--- src/rtl/p4s1_buf.sv ---
// 4:1 parallel-to-serial buffer: one pending group plus one shifting group, so
// back-to-back groups stream out with no gap between them.
module p4s1_buf #(
  parameter int WORDLENGTH = 16
) (
  input  logic                  clk,
  input  logic                  rst,
  input  logic                  enable,
  input  logic                  in_valid,
  output logic                  in_ready,
  input  logic [WORDLENGTH-1:0] data_in0,
  input  logic [WORDLENGTH-1:0] data_in1,
  input  logic [WORDLENGTH-1:0] data_in2,
  input  logic [WORDLENGTH-1:0] data_in3,
  output logic [WORDLENGTH-1:0] data_out,
  output logic                  out_valid,
  output logic [1:0]            out_counter,
  output logic                  sop
);

  typedef enum logic {IDLE, SHIFT} state_t;

  state_t                         r_state;
  logic [3:0][WORDLENGTH-1:0]     r_pend;
  logic [3:0][WORDLENGTH-1:0]     r_act;
  logic                           r_pendValid;
  logic [1:0]                     r_cnt;
  logic                           r_inReady;
  logic [WORDLENGTH-1:0]          r_dataOut;
  logic                           r_outValid;
  logic [1:0]                     r_outCounter;
  logic                           r_sop;

  logic w_accept;
  logic w_load;
  logic w_pendValidNext;

  // Accept and load are mutually exclusive: accept needs an empty pending slot,
  // load needs a full one, so the pending buffer never sees both in one cycle.
  assign w_accept        = in_valid && r_inReady;
  assign w_load          = enable && r_pendValid && ((r_state == IDLE) || (r_cnt == 2'd3));
  assign w_pendValidNext = (r_pendValid && !w_load) || w_accept;

  // Slot 0 of each buffer holds data_in3, the oldest word, so it leaves first.
  always_ff @(posedge clk or negedge rst) begin
    if (!rst) begin
      r_state      <= IDLE;
      r_pend       <= '0;
      r_act        <= '0;
      r_pendValid  <= 1'b0;
      r_cnt        <= 2'd0;
      r_inReady    <= 1'b0;
      r_dataOut    <= '0;
      r_outValid   <= 1'b0;
      r_outCounter <= 2'd0;
      r_sop        <= 1'b0;
    end else begin
      r_outValid  <= 1'b0;
      r_sop       <= 1'b0;
      r_pendValid <= w_pendValidNext;
      r_inReady   <= !w_pendValidNext;
      if (w_accept) begin
        r_pend <= {data_in0, data_in1, data_in2, data_in3};
      end
      if (enable) begin
        case (r_state)
          IDLE: begin
            if (r_pendValid) begin
              r_act   <= r_pend;
              r_cnt   <= 2'd0;
              r_state <= SHIFT;
            end
          end
          SHIFT: begin
            r_dataOut    <= r_act[r_cnt];
            r_outValid   <= 1'b1;
            r_outCounter <= r_cnt;
            r_sop        <= (r_cnt == 2'd0);
            r_cnt        <= r_cnt + 2'd1;
            if (r_cnt == 2'd3) begin
              if (r_pendValid) begin
                r_act <= r_pend;
                r_cnt <= 2'd0;
              end else begin
                r_state <= IDLE;
              end
            end
          end
          default: r_state <= IDLE;
        endcase
      end
    end
  end

  assign in_ready    = r_inReady;
  assign data_out    = r_dataOut;
  assign out_valid   = r_outValid;
  assign out_counter = r_outCounter;
  assign sop         = r_sop;

endmodule

--- config.mk ---
export PLATFORM = sky130hd
export DESIGN_NAME = p4s1_buf
export DESIGN_NICKNAME = d
export VERILOG_FILES = /design/src/rtl/p4s1_buf.sv
export SDC_FILE = /design/constraint.sdc
export NUM_CORES = 1
export LEC_CHECK = 0
export BUFFER_PORTS_ARGS = -buffer_cell sky130_fd_sc_hd__buf_4
export CORE_UTILIZATION = 25
export CTS_CLUSTER_SIZE = 12
export DETAILED_ROUTE_END_ITERATION = 10
export GPL_ROUTABILITY_DRIVEN = 0
export GPL_TIMING_DRIVEN = 0
export PLACE_DENSITY = 0.51
export SYNTH_ARGS = -nofsm -noshare
export SYNTH_HDL_FRONTEND = slang
export SYNTH_SLANG_ARGS = --single-unit
--- constraint.sdc ---
create_clock -name clk -period 3.4 [get_ports clk]
set_clock_uncertainty 0.1 [all_clocks]
set_input_delay 0.68 -clock clk [delete_from_list [all_inputs] [get_ports clk]]
set_output_delay 0.68 -clock clk [all_outputs]
set_load 0.05 [all_outputs]
==> metrics.md, run 1 <==
| Metric | Value |
|---|---|
| Max_slew headroom | 58.5% |
| Total routed wirelength | 15,000 µm |
| TNS Setup | 0 ps |
| P&R area growth vs syn | 26.5% |
| WS Path Type | register to register |
| Postcts setup bufs | 0 |
| Final hold viol count | 0 |
| Ys Warns | 0 |
| Post-synthesis register bit count | 153 |
| Final setup violation count | 0 |
| Post-route cell area | 7960 µm² |
| Antenna violation net count after detailed routing | 0 |
| Net Sw Power | about 0.0027 W |
| PwrDens | 999 nW/µm² |
| Post-synthesis cell type count | 23 |
| Synth Instances | roughly 390 |
| Worst-case reg-to-reg path depth | 5 |
| Dpl ws | 1200 ps |
| Fmax | between 500 and 600 MHz |
| Reg2reg start | r_cnt[0]$_DFFE_PN0P_ |
| # IOs | 89 |
| LEAKAGE | between 3 and 4 nW |
| Net switching share of the total power | 33.4% |
| TritonCTS clock tree | done |
| Clk network pwr share | a little under a quarter |
| RR Endpoint | r_cnt[1]$_DFFE_PN0P_ |
| Clock buffer depth | 2 |
| Global-route wire length before repair | 23,300 µm |
| Gr usage total | 12.4% |
| Syn Nets | 464 |
| Worst VDD drop | 0.000391 V |
| Min cycle time layout | about 1800 ps |
| Cell Area, Synth | approximately 6300 µm² |
| H-tree lvl count | 4 |
| Clk root buf | clkbuf_16 |
| Crit path DAT | 2050 ps |
| R2R setup slack | 1560 ps |
| DRT Pass-1 Iters | 4 |
| Share of layout cells above drive strength 1 | 52.7% |
| Area after DPL | about 7400 µm² |
| # nets final | 571 |
| CP endpoint kind | register |
| Worst hold path type | input port to async pin |
| Hold buffer count at cts | 0 |
| Starting Density | roughly a quarter |
| Number of max-slew violations in the final report | 0 |
| DRC Markers | 0 |
| GRT Residual Overflow | 0 |
| Number of port buffers | 87 |
| Max-Cap Viols | 0 |
| Sequential Power Share | slightly above 40% |
| Internal | 0.00530 W |
| FP Rows | 57 |
| Post-CTS sizing | 0 |
| Initial antenna violation count | 0 |
| Worst-Margin Slew | 623 ps |
| Status | finished, final reports clean |
| Detailed Route Iter0 Violations | 113 |
| Worst-path clk slew | around 70 ps |
| Pin count of the biggest net entering global routing | 91 |
| DIE WIDTH | 161 µm |
| Clock latency on the worst-skew pair | 420 ps |
| Die height | 161 µm |
| Worst EP required | 3610 ps |
| Commonest cells after routing, fill and taps aside | dfrtp_1, buf_4, mux2_2 |
| Post-Syn Area per Cell | 16.0 µm² |
| Routed length per instance | 17.9 µm |
| Unrepaired setup endpoints after global routing | no |
| Most common cell after layout, fill and taps aside | dfrtp_1 |
| Crit share post-route | 54.2% |
| Startpoint types | register |
| Antenna cells | 0 |
| Final HPWL DP | 10,500 µm |
| Post-route setup slack | 1560 ps |
| CORE AREA | 24,500 µm² |
| Worst-path fanout max | 10 |
| Number of global-route vias before repair | 3,986 |
| Via-per-instance ratio | 4.23 |
| Die ar. | 25,800 µm² |
| TritonCTS buffer count | 17 |
| Gate power share | 36.1% |
| Sink Count | ~150 |
| Sequential fraction of the synthesis area | around three fifths |
| Vias | 3,548 |
power groups by stage:
stage | Combinational [W] | Clock (W) | Sequential (W)
final | 0.00287 | 0.00182 | 0.00325
after global routing | 0.00311 | 0.00195 | 0.00337
after CTS | 0.00294 | 0.00189 | 0.00326
after detailed placement | 0.00293 | 0 | 0.00328
after global placement | 0.00286 | 0 | 0.00324
after floorplan | 0.00182 | 0 | 0.00348
layer usage:
layer | GRT usage, % | up-vias | wire, µm
met4 | 3.64 | 0 | 144
met1 | 15.8 | 1853 | 6920
met5 | 0 | - | 0
li1 | - | 1623 | -
met2 | 19.8 | 62 | 7250
met3 | 4.11 | 10 | 691
layout make-up:
cell class                      instances  area, µm²
Multi-Input combinational cell        213       2250
Clock buffer                           20        457
Sequential cell                       153       3830
Timing Repair Buffer                   88        684
Clock inverter                         12        119
Buffer                                 23        191
Inverter                                5       18.8
Fill cell                            2431      16500
Tap cell                              324        405
metrics by stage:
step / hold slack [ps] / power [W] / cells / util, %
after floorplan: 284 / 0.00530 / 394 / -
after global placement: 370 / 0.00610 / 805 / 30.0
after detailed placement: 370 / 0.00621 / 806 / 30.2
after CTS: 146 / 0.00808 / 838 / 32.5
after global routing: 167 / 0.00843 / 838 / 32.5
final: 136 / 0.00795 / 838 / 32.5
registers in the layout, summed over array words and instances (netlist names):
| signal | count |
|---|---|
| out_valid | 1 |
| out_counter | 2 |
| r_cnt | 2 |
| sop | 1 |
| r_pend | 64 |
| r_state | 1 |
| r_act | 64 |
| in_ready | 1 |
| r_pendValid | 1 |
| data_out | 16 |
worst max-delay path, stage by stage (launching register included):
cell and delay (ps):
dfrtp_1 350, buf_2 290, buf_2 360, inv_1 120
ha_1 300, a22o_1 200
how the worst max path moves through the flow:
stage                                    start                     end  slack (ps)  cells after the start
after floorplan                         enable   r_act[23]$_DFFE_PN0P_        1550                      6
after global placement                     rst  r_pend[10]$_DFFE_PN0P_         830                      1
after detailed placement              in_valid  r_pend[11]$_DFFE_PN0P_        1200                      5
after CTS                 r_cnt[0]$_DFFE_PN0P_    r_cnt[1]$_DFFE_PN0P_        1530                      5
after global routing      r_cnt[0]$_DFFE_PN0P_    r_cnt[1]$_DFFE_PN0P_        1440                      5
final                     r_cnt[0]$_DFFE_PN0P_    r_cnt[1]$_DFFE_PN0P_        1560                      5
logic make-up after synthesis:
group / after synthesis / share of synthesized area [%]
AOI/OAI and AO/OA: 25 / 3.36
adders and majority gates: 2 / 0.398
buffers and inverters: 28 / 3.34
DFF: 153 / 60.9
muxes: 160 / 30.3
and+or+nand+nor: 26 / 1.75
Yosys cell counts (all sizes together):
cell type | n | area, µm²
buf | 21 | 184
mux2 | 128 | 1580
mux2i | 32 | 320
dfrtp | 153 | 3830
o221ai | 16 | 140
a22o | 2 | 17.5
inv | 5 | 18.8
ha | 2 | 25.0
nand3 | 2 | 15.0
o21ai | 3 | 15.0
a21o | 1 | 7.51
o21a | 1 | 7.51
nand2 | 23 | 88.8
a21oi | 1 | 16.3
clkbuf | 2 | 7.51
a211oi | 1 | 7.51
and3 | 1 | 6.26
(Power assumes the default switching activity.)
==> run 2: changes to the inputs <==
--- a/config.mk
+++ b/config.mk
@@ -11,7 +11,7 @@
 export DETAILED_ROUTE_END_ITERATION = 10
 export GPL_ROUTABILITY_DRIVEN = 0
 export GPL_TIMING_DRIVEN = 0
-export PLACE_DENSITY = 0.51
+export PLACE_DENSITY = 0.53
 export SYNTH_ARGS = -nofsm -noshare
 export SYNTH_HDL_FRONTEND = slang
 export SYNTH_SLANG_ARGS = --single-unit
==> constraint.sdc (replaced) <==
create_clock -name clk -period 1.69 [get_ports clk]
set_clock_uncertainty 0.1 [all_clocks]
set_input_delay 0.338 -clock clk [delete_from_list [all_inputs] [get_ports clk]]
set_output_delay 0.338 -clock clk [all_outputs]
set_load 0.05 [all_outputs]
==> run 2 against run 1 <==
Against the previous run:
- count of clock-buffer cells in the layout is 1 lower
- routed wire length about the same
- critical path depth is 1 higher
- maximum frequency up 11%
- worst hold slack got worse by 91 ps
- highest routed layer unchanged
==> metrics.md, run 2 (synthesized netlist as in run 1, its figures left out) <==
| Metric | Value |
|---|---|
| Clk network pwr share | 22.5% (-0.5 points) |
| Worst hold path type | input port to register |
| Met3 WL | 851 µm (+23%) |
| PwrDens | 2000 nW/µm² (+100%) |
| Total routed wirelength | 15,000 µm (about the same) |
| Startpoint types | register |
| CP max stage cell | dfrtp_1 |
| Worst EP required | 1890 ps (-1720 ps) |
| Clk root buf | clkbuf_16 |
| Pin count of the biggest net entering global routing | 103 (+13%) |
| Net Sw Power | 0.00525 W (+98%) |
| Met1 WL | 6840 µm (-1.2%) |
| Worst-case reg-to-reg path depth | 6 (+1) |
| Max incr delay on CP | 360 ps (about the same) |
| # nets final | 577 (+1.1%) |
| Die height | 161 µm (unchanged) |
| Gr usage total | 12.5% (+0.14 points) |
| Sequential Power Share | 40.8% (about the same) |
| Top Metal Used | met4 |
| Unrepaired setup endpoints after global routing | yes |
| Routed length per instance | 17.9 µm (-0.25%) |
| Max_slew headroom | 63.5% (+5.0 points) |
| Share of layout cells above drive strength 1 | 53.7% (+0.96 points) |
| Register Area | 3830 µm² (unchanged) |
| Clock latency on the worst-skew pair | 420 ps (about the same) |
| Worst-Margin Slew | 548 ps (-75.0 ps) |
| Non-Filler Instances | 840 (+0.24%) |
| Sink Count | 153 (unchanged) |
| Top delay family on crit path | buffers and inverters |
| Number of global-route vias before repair | 4,036 (+1.3%) |
| Antenna violation net count after detailed routing | 0 (unchanged) |
| P&R area growth vs syn | 28.1% |
| Layout Utilization | 32.9% (+0.43 points) |
| Number of port buffers | 87 (unchanged) |
| FP Rows | 57 (unchanged) |
| TritonCTS buffer count | 17 (unchanged) |
| Buf+Inv Stages, Crit Path | 3 (unchanged) |
| Antenna cells | 0 (unchanged) |
| WS Path Type | register to register |
| Most common cell after layout, fill and taps aside | dfrtp_1 |
| H-tree lvl count | 4 (unchanged) |
| Gate power share | 36.7% (+0.6 points) |
| CORE AREA | 24,500 µm² (unchanged) |
| Fmax | 604 MHz (+11%) |
| GRT Residual Overflow | 0 (unchanged) |
| Area of the multi-input gates | 2270 µm² (+0.67%) |
| Worst hold endpoint | r_pend[17]$_DFFE_PN0P_ |
| DIE WIDTH | 161 µm (unchanged) |
| DRT Pass-1 Iters | 4 (unchanged) |
| Final setup violation count | 0 (unchanged) |
| DRC Markers | 0 (unchanged) |
| Min-Delay Startpoint | data_in2[1] |
| RR Endpoint | r_act[53]$_DFFE_PN0P_ |
| Most used cell, CP | buf_12 |
| Number of max-slew violations in the final report | 0 (unchanged) |
| Final hold viol count | 0 (unchanged) |
| Met2 WL post-DR | 7180 µm (-0.87%) |
| Crit. Startpoint | r_cnt[0]$_DFFE_PN0P_ |
| Worst VDD drop | 0.000866 V (+120%) |
| R2R setup slack | 30 ps (-1520 ps) |
| Hold WS | 45.0 ps (-90.6 ps) |
| Max-Cap Viols | 0 (unchanged) |
| Die ar. | 25,800 µm² (unchanged) |
| Clock buffer depth | 2 (unchanged) |
| LEAKAGE | 3.66 nW (+1.7%) |
| Placed cell count | 806 (unchanged) |
| Net switching share of the total power | 32.5% (-0.87 points) |
| Worst-path fanout max | 10 (unchanged) |
| CP endpoint kind | register |
| Final HPWL DP | 10,600 µm (+0.67%) |
| Crit path DAT | 1860 ps (-190 ps) |
| Min cycle time layout | 1660 ps (-186 ps) |
| Critical-path cell list | ha_2 > inv_2 > a21oi_4 > buf_12 > buf_12 > mux2_4 |
| Commonest cells after routing, fill and taps aside | dfrtp_1, buf_4, mux2_2 |
| Status | finished, final reports clean |
| Via-per-instance ratio | 4.23 (-0.21%) |
| Vias | 3,549 (+0.028%) |
| Fill count | 2,392 (-1.6%) |
| Worst-path clk slew | 60 ps (about the same) |
| Initial antenna violation count | 0 (unchanged) |
| Starting Density | 25.7% (unchanged) |
| TritonCTS clock tree | done |
| Reg2reg start | r_cnt[0]$_DFFE_PN0P_ |
| Internal | 0.0109 W (+110%) |
| Crit share post-route | 98.0% (+44 points) |
| # IOs | 89 (unchanged) |
| Global-route wire length before repair | 23,700 µm (+1.6%) |
| Detailed Route Iter0 Violations | 145 (+28%) |
| Worst Hold Depth | 2 |
==> run 2: changes by cell type in the layout (fill, tap and decap cells not counted), sizes merged <==
cell	delta
bufinv	+1
clkinvlp	-2
clkinv	-1
inv	-1
dlygate4sd3	+1
clkbuf	-1
buf	+5
==> run 2: worst reg2reg max path: stages (launching register included) <==
cell	delay (ps)
dfrtp_1	360
ha_2	200
inv_2	50
a21oi_4	170
buf_12	180
buf_12	160
mux2_4	320
==> run 2: routing by layer <==
metal	GRT usage, %	vias to the layer above
met5	0	-
met4	3.51	0
met3	4.31	8
li1	-	1637
met2	19.8	75
met1	16.1	1829
==> run 2: how the worst max path moves through the flow <==
stage	cells after the start	to	slack, ps
after floorplan	4	r_pend[0]$_DFFE_PN0P_	10
after global placement	1	r_act[54]$_DFFE_PN0P_	-550
after detailed placement	5	r_pend[51]$_DFFE_PN0P_	-210
after CTS	6	r_act[53]$_DFFE_PN0P_	1
after global routing	6	r_act[53]$_DFFE_PN0P_	-5
final	6	r_act[53]$_DFFE_PN0P_	30
==> run 2: power groups by stage <==
| stage | clock network [W] | registers, W | logic [W] |
|---|---|---|---|
| 2_1_floorplan | 0 | 0.00700 | 0.00367 |
| 3_3_place_gp | 0 | 0.00656 | 0.00569 |
| 3_5_place_dp | 0 | 0.00665 | 0.00583 |
| 4_1_cts | 0.00375 | 0.00659 | 0.00604 |
| 5_1_grt | 0.00391 | 0.00682 | 0.00638 |
| 6_report | 0.00364 | 0.00658 | 0.00592 |
==> run 2: repair_timing <==
action,in CTS,in global routing
pin swaps,1,1
endpoints found under the hold margin,51,0
buffers inserted,4,0
setup endpoints to repair,112,37
hold buffers,1,0
gates cloned,1,0
gates resized for setup,13,3
==> run 2: cell type report <==
type / instances / share of cell area (%)
buffer: 23 / 2.76
clock buffer: 19 / 5.62
clock inverter: 9 / 1.26
inverter: 5 / 0.233
multi-input combinational: 213 / 28.1
sequential: 153 / 47.5
tap: 324 / 5.03
timing repair buffer: 94 / 9.48
==> run 2: per-stage QoR <==
stage / instance area [µm²] / setup slack [ps] / power [W] / setup TNS [ps]
final: 8060 / 34.1 / 0.0161 / 0
after global routing: 8060 / -4.93 / 0.0171 / -12.3
after CTS: 8040 / 1.07 / 0.0164 / 0
after detailed placement: 7380 / -208 / 0.0125 / -11810
after global placement: 7350 / -549 / 0.0123 / -88480
after floorplan: 6290 / 13.3 / 0.0107 / 0
==> run 3: changes to the inputs <==
--- a/config.mk
+++ b/config.mk
@@ -5,6 +5,7 @@
 export SDC_FILE = /design/constraint.sdc
 export NUM_CORES = 1
 export LEC_CHECK = 0
+export ABC_AREA = 1
 export BUFFER_PORTS_ARGS = -buffer_cell sky130_fd_sc_hd__buf_4
 export CORE_UTILIZATION = 25
 export CTS_CLUSTER_SIZE = 12
==> run 3 against run 2 <==
Against the previous run:
- clock power up 12%
- final area up 1.8%
- register-to-register slack improved by 80 ps
- global-route usage up 1.3 points
- count of clock-buffer cells in the layout rose by 2
- first-iteration DRC count is 56% higher
- maximum frequency rose by 5.2%
- final cell count up 38%
- combinational power is 3.7% lower
- critical endpoint is now r_cnt[1]$_DFFE_PN0P_
==> metrics.md, run 3 <==
| Metric | Value |
|---|---|
| Startpoint types | register |
| Hold WS | 52.3 ps (+7.34 ps) |
| Area of the multi-input gates | 2020 µm² (-11%) |
| Layout Utilization | 32.5% (-0.46 points) |
| Ys Warns | 0 (unchanged) |
| Number of flops mapped to enable cells by yosys | 0 (unchanged) |
| GRT Residual Overflow | 0 (unchanged) |
| Sink Count | 153 (unchanged) |
| Final hold viol count | 0 (unchanged) |
| Die height | 163 µm (+1.3%) |
| PwrDens | 1930 nW/µm² (-3.6%) |
| DRC Markers | 0 (unchanged) |
| H-tree lvl count | 4 (unchanged) |
| Total routed wirelength | 17,000 µm (+14%) |
| Worst hold path type | input port to register |
| Initial antenna violation count | 0 (unchanged) |
| Syn Nets | 780 (+68%) |
| Worst EP required | 1890 ps (about the same) |
| Max incr delay on CP | 370 ps (about the same) |
| Buf+Inv Stages, Crit Path | 3 (unchanged) |
| Detailed Route Iter0 Violations | 226 (+56%) |
| Commonest cells after routing, fill and taps aside | nand2_1, dfrtp_1, buf_4 |
| Worst-path fanout max | 10 (unchanged) |
| Sequential fraction of the synthesis area | 59.3% (-1.6 points) |
| Number of port buffers | 88 (+1.1%) |
| Most frequent cell after synthesis | nand2_1 |
| Global-route wire length before repair | 27,400 µm (+16%) |
| Via-per-instance ratio | 4.17 (-1.3%) |
| CP endpoint kind | register |
| Status | finished, final reports clean |
| Max-Cap Viols | 0 (unchanged) |
| Unrepaired setup endpoints after global routing | no |
| Top delay family on crit path | buffers and inverters |
| Pin count of the biggest net entering global routing | 80 (-22%) |
| TritonCTS buffer count | 17 (unchanged) |
| Clock buffer depth | 2 (unchanged) |
| Number of global-route vias before repair | 5,059 (+25%) |
| Synth Flop Type | dfrtp_1 |
| Clk root buf | clkbuf_16 |
| # IOs | 89 (unchanged) |
| Fill count | 2,707 (+13%) |
| Clock latency on the worst-skew pair | 420 ps (about the same) |
| DRT Pass-1 Iters | 4 (unchanged) |
| Starting Density | 25.6% (-0.14 points) |
| Post-synthesis cell type count | 21 (-8.7%) |
| Crit share post-route | 93.1% (-4.8 points) |
| Routed length per instance | 14.7 µm (-18%) |
| CORE AREA | 25,300 µm² (+3.2%) |
| Worst-path clk slew | 60 ps (about the same) |
| Final setup violation count | 0 (unchanged) |
| Synth Instances | 710 (+80%) |
| # nets final | 889 (+54%) |
| Post-synthesis register bit count | 153 (unchanged) |
| Post-synth top area share | 59.3% (-1.6 points) |
| WS Path Type | register to register |
| Min cycle time layout | 1570 ps (-81.8 ps) |
| Dpl ws | 49.1 ps (+257 ps) |
| Number of max-slew violations in the final report | 0 (unchanged) |
| Post-Syn Area per Cell | 9.09 µm² (-43%) |
| LEAKAGE | 4.26 nW (+17%) |
| Antenna violation net count after detailed routing | 0 (unchanged) |
| Worst-Margin Slew | 604 ps (+56.7 ps) |
| Power Total | 0.0158 W (-1.9%) |
| Critical-path cell list | buf_2 > inv_2 > buf_2 > ha_1 > nand2_1 > o21ai_0 |
| Crit path DAT | 1770 ps (-90 ps) |
| Max_slew headroom | 59.7% (-3.8 points) |
| Worst VDD drop | 0.00103 V (+19%) |
| Most common cell after layout, fill and taps aside | nand2_1 |
| Register Area | 3830 µm² (unchanged) |
| Cell Area, Synth | 6460 µm² (+2.7%) |
| Post-synth ARST share | 100% (unchanged) |
| Synth area leaders | dfrtp_1, nand2_1, a21oi_1 |
| Antenna cells | 0 (unchanged) |
| FP Rows | 58 (+1.8%) |
| Share of layout cells above drive strength 1 | 23.9% (-30 points) |
| Die ar. | 26,500 µm² (+2.6%) |
| TritonCTS clock tree | done |
| P&R area growth vs syn | 27.1% |
| Most used cell, CP | buf_2 |
| Fmax | 635 MHz (+5.2%) |
| DIE WIDTH | 163 µm (+1.3%) |
| Area leader, netlist | dfrtp_1 |
| Final HPWL DP | 12,500 µm (+18%) |
| CP max stage cell | dfrtp_1 |
| Vias | 4,840 (+36%) |
| Post-route setup slack | 116 ps (+81.8 ps) |
| Gr usage total | 13.8% (+1.3 points) |
| Post-synth top cells | nand2_1, dfrtp_1, inv_1 |
==> run 3: cell count changes in the layout (fill, tap and decap cells not counted), moves of 13 or more <==
cell and change:
mux2i_1 -32, o21ai_2 +33, nor2_1 +71, o21ai_1 +13, o221ai_1 -16, nand2_1 +182, mux2_2 -82, nand3_1 +22
inv_1 +80, mux2_4 -38, a21oi_1 +64
==> run 3: kinds of logic after synthesis <==
| family | after synthesis | synth area share [%] |
|---|---|---|
| AND/OR/NAND/NOR | 299 | 17.9 |
| flip-flops | 153 | 59.3 |
| adder cells (fa/ha/maj) | 2 | 0.387 |
| AO/OA/AOI/OAI | 123 | 11.5 |
| multiplexers | 8 | 1.40 |
| buffers and inverters | 125 | 9.49 |
==> run 3: power breakdown <==
| group | total (W) | leakage, nW | internal (W) | switching, W |
|---|---|---|---|---|
| registers | 0.00607 | 1.79 | 0.00535 | 0.000720 |
| logic | 0.00570 | 2.17 | 0.00199 | 0.00372 |
| clock network | 0.00406 | 0.304 | 0.00255 | 0.00150 |
| total | 0.0158 | 4.26 | 0.00989 | 0.00594 |
==> run 3: metal layers <==
layer	part of all wire (%)	GRT usage, %	up-vias
met4	1.1	3.95	0
met3	5.7	4.07	17
met1	46	18.1	2326
met2	47	21.8	90
li1	-	-	2407
met5	0	0	-
==> run 3: path summary, 6_finish.rpt <==
path / from / endpoint / slack (ps) / depth (start not counted)
worst max-delay path: r_cnt[0]$_DFFE_PN0P_ / r_cnt[1]$_DFFE_PN0P_ / 120 / 6
worst min-delay path: data_in2[1] / r_pend[17]$_DFFE_PN0P_ / 50 / 2
worst max register to register: r_cnt[0]$_DFFE_PN0P_ / r_cnt[1]$_DFFE_PN0P_ / 120 / 6
worst min register to register: r_act[19]$_DFFE_PN0P_ / r_act[19]$_DFFE_PN0P_ / 380 / 2
max in group asynchronous: rst / r_act[16]$_DFFE_PN0P_ / 340 / 3
min in group asynchronous: rst / r_pend[46]$_DFFE_PN0P_ / 370 / 2
==> run 3: layout make-up <==
cell class | count | area share [%]
timing repair buffer | 90 | 8.60
clock inverter | 10 | 2.04
clock buffer | 21 | 5.61
multi-input combinational | 432 | 24.6
inverter | 87 | 3.98
tap | 330 | 5.03
buffer | 38 | 3.51
sequential | 153 | 46.7
==> run 3: stage by stage <==
step	instance area, µm²	setup TNS, ps	cells
3_3_place_gp	7530	-98770	1128
5_1_grt	8210	0	1161
4_1_cts	8200	0	1161
2_1_floorplan	6460	0	710
3_5_place_dp	7570	0	1129
6_report	8210	0	1161
==> run 3: repair_timing <==
action | 4_1_cts | 5_1_grt
gates resized for setup | 0 | 2
endpoints found under the setup margin | 0 | 4
setup buffers | 0 | 0
hold buffers | 1 | 0
endpoints found under the hold margin | 74 | 0
